===== src/rtl/mac_kbd_pkg.sv =====
// mac_kbd_pkg: shared types and default timing for the Mac Plus keyboard
// serial endpoint.
//   kbdState_t  : link state (IDLE .. R_HI)
//   *_DEF       : default phase lengths in clk8 ticks, null response byte
//   PH_W / TO_W : phase / timeout counter widths
package mac_kbd_pkg;

  typedef enum logic [2:0] {
    IDLE,
    C_LO,
    C_HI,
    WAIT_REL,
    RSP_WAIT,
    R_LO,
    R_HI
  } kbdState_t;

  localparam int CMD_LO_DEF      = 1440;    // 180 us
  localparam int CMD_HI_DEF      = 1760;    // 220 us
  localparam int RSP_LO_DEF      = 1280;    // 160 us
  localparam int RSP_HI_DEF      = 1360;    // 170 us
  localparam int RSP_TIMEOUT_DEF = 2000000; // 250 ms

  localparam logic [7:0] NULL_BYTE_DEF = 8'h7B;

  localparam int PH_W = 11;
  localparam int TO_W = 21;

endpackage


===== src/rtl/kbd_phase_timer.sv =====
// kbd_phase_timer: loadable down-counter used to time link phases.
//   clk32, _reset : clock, async active-low reset
//   tick          : clk8 enable; the counter only moves on ticks
//   load, loadVal : on a tick, load loadVal (takes priority over counting)
//   done          : count has reached zero
// A phase of N ticks is produced by loading N-1 on the tick that enters
// the phase; done is then seen on the N-th tick spent in it.
module kbd_phase_timer #(
  parameter int W = 11
) (
  input  logic         clk32,
  input  logic         _reset,
  input  logic         tick,
  input  logic         load,
  input  logic [W-1:0] loadVal,
  output logic         done
);

  logic [W-1:0] count;

  always_ff @(posedge clk32 or negedge _reset) begin
    if (!_reset) begin
      count <= '0;
    end else if (tick) begin
      if (load)             count <= loadVal;
      else if (count != '0) count <= count - W'(1);
    end
  end

  assign done = (count == '0);

endmodule


===== src/rtl/mac_kbd_serial.sv =====
// mac_kbd_serial: keyboard-side endpoint of the Mac Plus keyboard link.
// Drives the keyboard clock, shifts in an 8-bit command from the Mac
// (MSB first, sampled on our clock rising edge), then shifts out an
// 8-bit response (MSB first, changed on our clock falling edge).
//   clk32, _reset       : system clock, async active-low reset
//   clk8_en_p           : clk8 enable, all state advances on it
//   kbd_clk_o           : keyboard clock line (1 = high/idle)
//   kbd_data_i          : resolved data line level
//   kbd_data_o          : our data drive (1 = released, wired-AND)
//   cmd_data/cmd_strobe : received command and its one-tick pulse
//   rsp_data/rsp_valid  : response from the key-event source
//   rsp_ack             : one-tick pulse when rsp_data is taken
//   busy                : not IDLE
module mac_kbd_serial
  import mac_kbd_pkg::*;
#(
  parameter int         CMD_LO      = CMD_LO_DEF,
  parameter int         CMD_HI      = CMD_HI_DEF,
  parameter int         RSP_LO      = RSP_LO_DEF,
  parameter int         RSP_HI      = RSP_HI_DEF,
  parameter int         RSP_TIMEOUT = RSP_TIMEOUT_DEF,
  parameter logic [7:0] NULL_BYTE   = NULL_BYTE_DEF
) (
  input  logic       clk32,
  input  logic       _reset,
  input  logic       clk8_en_p,
  output logic       kbd_clk_o,
  input  logic       kbd_data_i,
  output logic       kbd_data_o,
  output logic [7:0] cmd_data,
  output logic       cmd_strobe,
  input  logic [7:0] rsp_data,
  input  logic       rsp_valid,
  output logic       rsp_ack,
  output logic       busy
);

  localparam logic [PH_W-1:0] CMD_LO_N = PH_W'(CMD_LO - 1);
  localparam logic [PH_W-1:0] CMD_HI_N = PH_W'(CMD_HI - 1);
  localparam logic [PH_W-1:0] RSP_LO_N = PH_W'(RSP_LO - 1);
  localparam logic [PH_W-1:0] RSP_HI_N = PH_W'(RSP_HI - 1);
  localparam logic [TO_W-1:0] RSP_TO_N = TO_W'(RSP_TIMEOUT - 1);

  kbdState_t       state;
  logic [3:0]      bitCnt;
  logic [7:0]      shReg;
  logic            phLoad;
  logic [PH_W-1:0] phVal;
  logic            phDone;
  logic            toLoad;
  logic            toDone;
  logic            conflict;
  logic [7:0]      rspByte;

  // Line low while we release it means the Mac is fighting us.
  assign conflict = ((state == R_LO) || (state == R_HI)) && !kbd_data_i && kbd_data_o;
  // rsp_valid wins over a timeout expiring on the same tick.
  assign rspByte  = rsp_valid ? rsp_data : NULL_BYTE;
  assign busy     = (state != IDLE);
  assign toLoad   = (state == WAIT_REL) && kbd_data_i;

  // Phase timer is reloaded on every tick that moves to a new phase; the
  // value is the length of the phase being entered.
  always_comb begin
    phLoad = 1'b0;
    phVal  = '0;
    case (state)
      IDLE:     begin phLoad = !kbd_data_i;          phVal = CMD_LO_N; end
      C_LO:     begin phLoad = phDone;               phVal = CMD_HI_N; end
      C_HI:     begin phLoad = phDone;               phVal = (bitCnt == 4'd8) ? '0 : CMD_LO_N; end
      RSP_WAIT: begin phLoad = rsp_valid || toDone;  phVal = RSP_LO_N; end
      R_LO:     begin phLoad = phDone;               phVal = RSP_HI_N; end
      R_HI:     begin phLoad = phDone;               phVal = (bitCnt == 4'd8) ? '0 : RSP_LO_N; end
      default:  ;
    endcase
  end

  kbd_phase_timer #(.W(PH_W)) phTimer (
    .clk32   (clk32),
    ._reset  (_reset),
    .tick    (clk8_en_p),
    .load    (phLoad),
    .loadVal (phVal),
    .done    (phDone)
  );

  kbd_phase_timer #(.W(TO_W)) toTimer (
    .clk32   (clk32),
    ._reset  (_reset),
    .tick    (clk8_en_p),
    .load    (toLoad),
    .loadVal (RSP_TO_N),
    .done    (toDone)
  );

  always_ff @(posedge clk32 or negedge _reset) begin
    if (!_reset) begin
      state      <= IDLE;
      kbd_clk_o  <= 1'b1;
      kbd_data_o <= 1'b1;
      cmd_data   <= '0;
      cmd_strobe <= 1'b0;
      rsp_ack    <= 1'b0;
      bitCnt     <= '0;
      shReg      <= '0;
    end else begin
      // Pulses last a single clk32 cycle regardless of enable spacing.
      cmd_strobe <= 1'b0;
      rsp_ack    <= 1'b0;
      if (clk8_en_p) begin
        case (state)
          IDLE: if (!kbd_data_i) begin
            bitCnt    <= '0;
            kbd_clk_o <= 1'b0;
            state     <= C_LO;
          end
          C_LO: if (phDone) begin
            // Rising edge of our clock: Mac data is stable here.
            shReg     <= {shReg[6:0], kbd_data_i};
            bitCnt    <= bitCnt + 4'd1;
            kbd_clk_o <= 1'b1;
            state     <= C_HI;
          end
          C_HI: if (phDone) begin
            if (bitCnt == 4'd8) begin
              cmd_data   <= shReg;
              cmd_strobe <= 1'b1;
              state      <= WAIT_REL;
            end else begin
              kbd_clk_o <= 1'b0;
              state     <= C_LO;
            end
          end
          WAIT_REL: if (kbd_data_i) state <= RSP_WAIT;
          RSP_WAIT: if (rsp_valid || toDone) begin
            kbd_data_o <= rspByte[7];
            shReg      <= {rspByte[6:0], 1'b0};
            bitCnt     <= 4'd1;
            rsp_ack    <= rsp_valid;
            kbd_clk_o  <= 1'b0;
            state      <= R_LO;
          end
          R_LO: begin
            if (conflict) begin
              kbd_clk_o  <= 1'b1;
              kbd_data_o <= 1'b1;
              state      <= IDLE;
            end else if (phDone) begin
              kbd_clk_o <= 1'b1;
              state     <= R_HI;
            end
          end
          R_HI: begin
            if (conflict) begin
              kbd_clk_o  <= 1'b1;
              kbd_data_o <= 1'b1;
              state      <= IDLE;
            end else if (phDone) begin
              if (bitCnt == 4'd8) begin
                kbd_data_o <= 1'b1;
                state      <= IDLE;
              end else begin
                // Falling edge of our clock: present the next bit.
                kbd_data_o <= shReg[7];
                shReg      <= {shReg[6:0], 1'b0};
                bitCnt     <= bitCnt + 4'd1;
                kbd_clk_o  <= 1'b0;
                state      <= R_LO;
              end
            end
          end
          default: state <= IDLE;
        endcase
      end
    end
  end

endmodule


===== config.mk =====
export PLATFORM = sky130hd
export DESIGN_NAME = mac_kbd_serial
export DESIGN_NICKNAME = d
export VERILOG_FILES = /design/src/rtl/mac_kbd_pkg.sv /design/src/rtl/kbd_phase_timer.sv /design/src/rtl/mac_kbd_serial.sv
export SDC_FILE = /design/constraint.sdc
export NUM_CORES = 1
export LEC_CHECK = 0
export CAP_MARGIN = 40
export CELL_PAD_IN_SITES_DETAIL_PLACEMENT = 1
export CELL_PAD_IN_SITES_GLOBAL_PLACEMENT = 1
export CORE_UTILIZATION = 40
export DETAILED_ROUTE_END_ITERATION = 16
export PLACE_DENSITY = 0.75
export SLEW_MARGIN = 20
export SYNTH_ARGS = -nofsm -noshare
export SYNTH_HDL_FRONTEND = slang
export SYNTH_SLANG_ARGS = --single-unit

===== constraint.sdc =====
create_clock -name clk32 -period 2.6 [get_ports clk32]
set_input_delay 0.39 -clock clk32 [delete_from_list [all_inputs] [get_ports clk32]]
set_output_delay 0.39 -clock clk32 [all_outputs]
set_load 0.03 [all_outputs]

* Word-level counts from Yosys, hierarchy flattened
Cells that the tools add are included. Widths: inputs -> output; s select.
Operators by class: add/subtract/negate cells 3, eq/ne operators 18, muxes and demuxes 55, reductions and logical operators 27
Operators by type and width (number):
- $pmux 11 s6 | 1
- $mux 8 | 6
- $mux 11 | 4
- $mux 21 | 2
- $mux 3 | 10
- $mux 4 | 6
- $pmux 8 s3 | 1
- $logic_not 21->1 | 1
- $pmux 3 s7 | 1
- $reduce_bool 21->1 | 1
- $sub 21x1->21 const B | 1
- $mux 1 | 19
- $ne 2x2->1 const B | 9
- $pmux 4 s4 | 1
- $reduce_and 8->1 | 2
- $logic_not 11->1 | 1
- $reduce_bool 11->1 | 1
- $sub 11x1->11 const B | 1
- $eq 3x3->1 const B | 3
- $reduce_bool 3->1 | 3
- $reduce_and 4->1 | 2
- $reduce_and 7->1 | 1
- $eq 3x2->1 const B | 2
- $ne 3x3->1 const B | 2
- 16 further kinds | 22
Storage, ports and cells: register bits after elaboration 59, input port bits 13, output and inout port bits 13, logic and storage cells 113

* Longest topological paths before layout
Gate-level depths: netlist of run 1.
depth after elaboration 6, gate-level depth with buffers 10, mapped depth without buffers 8

* Modules after synthesis
Synthesis of run 1 repeated with hierarchy kept, for this count alone.
Second synthesis, totals: cell total of the unflattened synthesis 444, area total of the unflattened synthesis 3932.5 um2
By module, submodules not included:
- mac_kbd_serial | instances 1, cells each 181, area an instance 1712.9 um2, seq. area each 678.2 um2
- kbd_phase_timer at toTimer | instances 1, cells each 177, area an instance 1491.4 um2, seq. area each 525.5 um2
- kbd_phase_timer at phTimer | instances 1, cells each 86, area an instance 728.2 um2, seq. area each 275.3 um2

* Worst setup path after synthesis of run 1
OpenSTA, ideal clock, no wires.
path type register -> register, from reg phTimer.count[7], to reg state[1], setup time 128 ps, arrival time 2703 ps, required time 2472 ps, slack -231 ps, stages on the path, launching flop included 9, path buffers 2, period minus slack after synthesis 2831 ps, path through dfrtp_1 -> or4_1 -> buf_2 -> or4b_2 -> buf_2 -> a221oi_2 -> nor2_1 -> nor3_4 -> mux2_1
On the way: word-level cells in the longest chain between the ends 3, elaborated cells on any way between the ends 6, those cells by class 4 x eq/ne; 2 x reduce/logical
Ends and longest elaborated chain:
- start: declaration | RTL line kbd_phase_timer.sv:19 | logic [W-1:0] count;
- start signal: assignment | RTL line kbd_phase_timer.sv:25 | if (load) count <= loadVal;
- start signal: assignment | RTL line kbd_phase_timer.sv:26 | else if (count != '0) count <= count - W'(1);
- $logic_not 11->1 * | RTL line kbd_phase_timer.sv:30 | assign done = (count == '0);
- $ne 3x3->1 (no line) or $ne 2x2->1 (tied branches)
- $reduce_and 8->1 (no line) *
- end signal: assignment | RTL line mac_kbd_serial.sv:98 | state <= IDLE;
- end signal: assignment | RTL line mac_kbd_serial.sv:115 | state <= C_LO;
- end signal: assignment | RTL line mac_kbd_serial.sv:122 | state <= C_HI;
- end: declaration | RTL line mac_kbd_serial.sv:44 | kbdState_t state;
Mark *: on every way between the ends. The rest lies on a longest branch, timed or not. A chain may end at the register's enable or synchronous reset.

* Worst setup path in the final report of run 1
from reg toTimer.count[0], to reg bitCnt[2]
On the way: word-level cells in the longest chain between the ends 4
Ends and longest elaborated chain:
- start: declaration | RTL line kbd_phase_timer.sv:19
- start signal: assignment | RTL line kbd_phase_timer.sv:25
- start signal: assignment | RTL line kbd_phase_timer.sv:26
- $logic_not 21->1 | RTL line kbd_phase_timer.sv:30
- $logic_or 1x1->1 | RTL line mac_kbd_serial.sv:135 | RSP_WAIT: if (rsp_valid || toDone) begin
- $ne 2x2->1 (no line)
- $reduce_and 8->1 (no line)
- end signal: assignment | RTL line mac_kbd_serial.sv:120 | bitCnt <= bitCnt + 4'd1;
- end signal: assignment | RTL line mac_kbd_serial.sv:166 | bitCnt <= bitCnt + 4'd1;
- end: declaration | RTL line mac_kbd_serial.sv:45 | logic [3:0] bitCnt;
No other way between the ends.

==> results of run 1 <==
[per-layer routing]
layer | share of wire [%] | track usage [%] | wire (um) | up-vias
met5 | 0 | 0 | 0 | -
met4 | 1.6 | 7.58 | 161 | 0
met3 | 3.2 | 5.23 | 328 | 17
met2 | 49 | 40.9 | 4920 | 58
met1 | 47 | 30.8 | 4700 | 1670
li1 | - | - | - | 1541
[cells in the final DEF (no fill, tap or decap), drive strengths merged, types with 9 or more instances in the layout]
master / count
clkbuf: 9
a31oi: 12
clkdlybuf4s50: 23
dfrtp: 57
nor3: 13
nor2: 40
o21ai: 22
inv: 23
ha: 10
xor2: 10
a21oi: 21
nand2: 47
buf: 52
nand3: 10
[sequential cells by signal (all words and copies together), names as in the netlist]
name and count:
bitCnt 4, cmd_data 8, cmd_strobe 1, kbd_clk_o 1, kbd_data_o 1, phTimer.count 11, rsp_ack 1, shReg 8
state 3, toTimer.count 21
[where the power goes]
part           internal [W]  leakage, nW  switching [W]  total, W
clock              0.000361       0.0884       0.000452  0.000814
combinational      0.000458         1.16       0.000473  0.000931
sequential          0.00114        0.747       0.000217   0.00135
total               0.00196         2.00        0.00114   0.00310
[final timing paths]
path / to / slack, ps / cells past startpoint
min in group clk32: cmd_data[1] / 480 / 2
max in group asynchronous: kbd_clk_o / 1850 / 2
setup / recovery: bitCnt[2] / 10 / 9
hold / removal: cmd_data[5] / 60 / 1
hold reg to reg: cmd_data[1] / 480 / 2
setup reg to reg: bitCnt[2] / 10 / 9
[stage by stage]
step	setup WS (ps)	TNS, ps	util (%)	hold WS [ps]
2_1_floorplan	-31.9	-58.6	-	94.4
6_report	9.79	0	53.4	59.0
5_1_grt	-64.0	-286	53.4	120
3_5_place_dp	-30.9	-54.5	49.4	470
3_3_place_gp	48.3	0	49.4	458
4_1_cts	10.2	0	51.7	84.2
[worst register-to-register path, cell delays in order, from the launching register on]
cell      delay [ps]
dfrtp_1          410
inv_2            100
ha_4             130
or4b_4           450
nor4_2           220
buf_4            170
a211oi_4          70
or3_4            410
or4b_4           490
nand2_2           70
[repair_timing]
item / CTS / global route
buffers inserted: 0 / 9
pin swaps: 1 / 4
setup endpoints to repair: 2 / 34
gates resized for setup: 1 / 15
[cell usage after synthesis (6+ instances only)]
master,count,area (um^2)
and3_1,6,37.5
clkbuf_1,15,56.3
ha_1,10,125
nor2_1,40,150
nand3_1,10,50.1
a31oi_1,12,75.1
or4_1,6,45.0
nand4_1,7,43.8
inv_1,20,75.1
dfrtp_1,57,1430
nand2_1,47,176
a211oi_1,6,45.0
xor2_1,10,87.6
a21oi_1,21,105
o21ai_0,22,110
nor3_1,12,60.1
[final cells by class]
| cell class | count | area share, % |
|---|---|---|
| multi-input cells | 291 | 43.0 |
| flip-flops and latches | 59 | 33.5 |
| repair buffers | 76 | 14.6 |
| well taps | 105 | 2.98 |
| clock buffers | 9 | 2.81 |
| inverters | 20 | 1.70 |
| clock inverters | 7 | 1.39 |
[kinds of logic after synthesis]
| group | synth area share [%] |
|---|---|
| buffers and inverters | 4.26 |
| multiplexers | 2.44 |
| adder cells (fa/ha/maj) | 3.64 |
| AO/OA/AOI/OAI | 17.7 |
| flip-flops | 43.1 |
| AND/OR/NAND/NOR | 26.1 |
| XOR/XNOR | 2.81 |
==> results.md, run 1 <==
* First-pass GRT wire length at 16,700 um
* Initial antenna violation count at 0
* RSZ-0062 raised after global routing: yes
* Hold Buf Count CTS at 0
* Ys Warns at 0
* Total congestion overflow at 0
* Largest net degree at the start of global routing at 32
* Pwr/cell area at 702 nW/um^2
* Final Max Tran Viols at 0
* Worst skew pair latency at about 360 ps
* Chip Width at between 90 and 100 um
* Final Cell Area at between 4000 and 5000 um^2
* Clock buffer depth at 2
* Dpl hpwl at roughly 7200 um
* Mapped Cells at just under 400
* Reg2Reg Launch Point: toTimer.count[0]
* Nets at 480
* Multi-input logic area at about 1900 um^2
* Worst vdd ir at 0.273 mV
* CTS Sinks at approximately 60
* Leakage power at around 2 nW
* Core area at a little over 8000 um^2
* Critical-path maximum fanout at 4
* CTS tree: yes
* Reg area at roughly 1500 um^2
* Status: finished clean
* Synth Cell Area at around 3400 um^2
* Initial Utilization at 41.6%
* Worst path top cell family by delay: simple AND/OR/NAND/NOR gates
* CTS Buf Count at 9
* Drt first pass iters at 4
* Layout cell share with drive strength beyond 1 at 21.4%
* Ant. Diodes at 0
* Placed Cells at between 500 and 600
* Register area share after synthesis at 43.1%
* DR iter-0 viols at slightly above 100
* Fmax at 386 MHz
* Top Ports at 26
* Number of global-route vias before repair at around 3,400
* Crit path time final at around 2600 ps
* Total power at between 0.003 and 0.004 W
* Period utilisation layout at 99.6%
* Worst Path Required at between 2000 and 3000 ps
* Final wirelength at ~10,000 um
* Setup Skew at ~9.7 ps
* Final std cells w/o fill at 567
* CP Launch Type: register
* Slowest-stage cell, CP: or4b_4
* Max stage delay on crit path at ~500 ps
* Crit path from: toTimer.count[0]
* Synth cell types at 54
* Chip height at between 90 and 100 um
* CP most frequent cell: or4b_4
* Rel. slew slack at about 54%
* Row cnt at 33
* Clock transition at path regs at 80 ps
* Ys flop type: dfrtp_1
* Arr. time, crit path at approximately 2900 ps
* Hold crit path type: input pin to async pin
* I/O Buffers at 25
* DR DRC count at 0
* Routed length per instance at roughly 18 um
* Number of flops mapped to enable cells by yosys at 0
* Synthesized net count at just over 400
* Worst Max-Slew Pin Slew at between 600 and 700 ps
* Area grow syn2layout at 28.5%
* Setup-failing EPs final at 0
* Sequence of cells on the critical path: inv_2 > ha_4 > or4b_4 > nor4_2 > buf_4 > a211oi_4 > or3_4 > or4b_4 > nand2_2
* Type of the worst setup path: register to register
* Die area at about 9000 um^2
* GRT Total Usage at between 20% and 30%
* GPL Wtd Cong at slightly below 0.9
* Fillers at between 900 and 1,000
* Vias at between 3,000 and 4,000
* Hold Violations, Final at 0
* Max-Cap Viols at 0
* Synth async-reset ratio at 100%
* Drt via density at approximately 5.8
* Number of buffers and inverters on the critical path at 2
* Root buffer cell: clkbuf_8
* ANT nets after route at 0
* CTS HTree Levels at 3
* Critical Path Sink Type: register
* Synth Register Bits at 59
* Placed cell area at 4080 um^2
* Mean Syn Cell Area at around 8.8 um^2
Power figures use the tool's default switching activity.
==> run 2, diff against run 1 <==
--- a/config.mk
+++ b/config.mk
@@ -11,6 +11,7 @@
 export CORE_UTILIZATION = 40
 export DETAILED_ROUTE_END_ITERATION = 16
+export MAX_ROUTING_LAYER = met4
 export PLACE_DENSITY = 0.75
-export SLEW_MARGIN = 20
+export SLEW_MARGIN = 10
 export SYNTH_ARGS = -nofsm -noshare
 export SYNTH_HDL_FRONTEND = slang
==> constraint.sdc (replaced) <==
create_clock -name clk32 -period 2.6 [get_ports clk32]
set_input_delay 0.39 -clock clk32 [delete_from_list [all_inputs] [get_ports clk32]]
set_output_delay 0.39 -clock clk32 [all_outputs]
set_load 0.1 [all_outputs]
==> results.md, run 2 (synthesis gave the netlist of run 1 again) <==
* Hold crit path type: input pin to async pin
* Area grow syn2layout at 28.9%
* Worst Max-Slew Pin Slew at about 700 ps
* Core area at 8260 um^2
* Reg2Reg Depth at 7
* CP Launch Type: register
* Commonest non-fill, non-tap cells in the layout: 59 x buf_4, 57 x dfrtp_1, 47 x nand2_1, 39 x nor2_1, 22 x o21ai_0
* Critical Path Sink Type: register
* Top Ports at 26
* DR top layer: met4
* Total power at 0.00338 W
* Hold Violations, Final at 0
* Worst skew pair latency at roughly 350 ps
* Routed length per instance at about 17 um
* GPL Wtd Cong at 0.905
* Chip Width at 94.6 um
* Number of buffers and inverters on the critical path at 1
* Root buffer cell: clkbuf_8
* Most common cell after layout, fill and taps aside: buf_4
* DR iter-0 viols at slightly above 90
* GRT Total Usage at between 20% and 30%
* Status: finished clean
* Biggest register: toTimer.count
* CTS HTree Levels at 3
* First-pass GRT wire length at approximately 16,000 um
* Clock buffer depth at 2
* Setup Skew at approximately 11 ps
* Max stage delay on crit path at 620 ps
* Fmax at 396 MHz
* Type of the worst setup path: register to register
* WL met2 at a little under 5000 um
* Critical-path maximum fanout at 4
* Chip height at roughly 95 um
* Worst path top cell family by delay: simple AND/OR/NAND/NOR gates
* Max-Cap Viols at 0
* Metal-1 WL at approximately 4500 um
* ANT nets after route at 0
* Final Max Tran Viols at 0
* Largest net degree at the start of global routing at 32
* Final wirelength at approximately 9800 um
* Setup-failing EPs final at 0
* Drt first pass iters at 4
* CTS Buf Count at 9
* CTS tree: yes
* Row cnt at 33
* Max reg flops at 21
* Period utilisation layout at a little over nine tenths
* R2r endpoint: bitCnt[2]
* Finished Core Util at between 50 and 60%
* Arr. time, crit path at about 2800 ps
* Clock transition at path regs at approximately 80 ps
* Initial antenna violation count at 0
* Layout cell share with drive strength beyond 1 at 24.0%
* Rel. slew slack at a little over half
* Reg2Reg Launch Point: toTimer.count[7]
* CTS Sinks at between 50 and 60
* Metal3 WL at around 380 um
* DR DRC count at 0
* Reg2reg setup slack at between 70 and 80 ps
* Worst Path Required at 2890 ps
* Number of global-route vias before repair at ~3,400
* Sequence of cells on the critical path: or4_1 > nor4_4 > buf_4 > a211oi_4 > or3_4 > or4b_1 > nand2_1
* Total congestion overflow at 0
* Dpl hpwl at about 7000 um
* Slowest-stage cell, CP: or4_1
* Leakage power at between 2 and 2.5 nW
* Pwr/cell area at 764 nW/um^2
* Ant. Diodes at 0
* Hold Buf Count CTS at 0
* Die area at 8960 um^2
* I/O Buffers at 25
* Biggest registers after layout: toTimer.count x21, phTimer.count x11
* Drt via density at between 5 and 6
* Worst vdd ir at 0.269 mV
* Initial Utilization at approximately two fifths
* Vias at 3,173
* Crit path time final at about 2500 ps
* Nets at 476
[run 2: changes by cell type in the layout (fill, tap and decap cells not counted), sizes merged]
cell           delta
clkdlybuf4s50    -12
buf               +9
clkinvlp          -2
inv               -2
clkinv            +1
bufinv            +3
dlymetal6s2s      -1
[run 2: timing repair]
action                     CTS  global route
buffers inserted             0             5
setup endpoints to repair    2            20
gates resized for setup      1            17
pin swaps                    1             2
[run 2: worst max-delay path by stage]
| stage | start | end | slack [ps] | cells past startpoint |
|---|---|---|---|---|
| floorplan | phTimer.count[9] | bitCnt[2] | -30 | 8 |
| global placement | toTimer.count[0] | bitCnt[2] | 50 | 9 |
| detailed placement | toTimer.count[0] | bitCnt[2] | -10 | 9 |
| CTS | phTimer.count[8] | bitCnt[2] | 20 | 6 |
| global route | phTimer.count[0] | state[1] | -40 | 8 |
| finish | toTimer.count[7] | bitCnt[2] | 70 | 7 |
[run 2: cell type report]
class	count	area (um^2)
clock buffer	9	124
tap	105	131
inverter	20	75.1
fill	970	3830
multi-input combinational	291	1910
clock inverter	7	125
timing repair buffer	72	578
sequential	59	1480
[run 2: worst reg2reg max path, cell delays in order (launching register included)]
cell,delay [ps]
dfrtp_1,390
or4_1,620
nor4_4,280
buf_4,170
a211oi_4,80
or3_4,400
or4b_1,470
nand2_1,70
[run 2: metrics by stage]
stage / TNS (ps) / cell area [um^2] / instances / setup slack (ps) / hold slack, ps
4_1_cts: 0 / 4300 / 558 / 20.2 / 83.6
2_1_floorplan: -58.6 / 3470 / 388 / -31.9 / 94.4
3_3_place_gp: 0 / 4050 / 542 / 46.2 / 460
6_report: 0 / 4430 / 563 / 72.8 / 76.0
5_1_grt: -127 / 4430 / 563 / -36.9 / 115
3_5_place_dp: -14.8 / 4050 / 542 / -14.7 / 472
[run 2: report_power, final]
part,internal (W),switching (W)
clock,0.000644,0.000408
combinational,0.000458,0.000508
sequential,0.00114,0.000225
[run 2: routing by layer]
layer  vias up  GRT usage, %
met5         -             -
met4         0          7.58
met3        15          4.43
met2        55          40.1
met1      1576          30.2
li1       1527             -
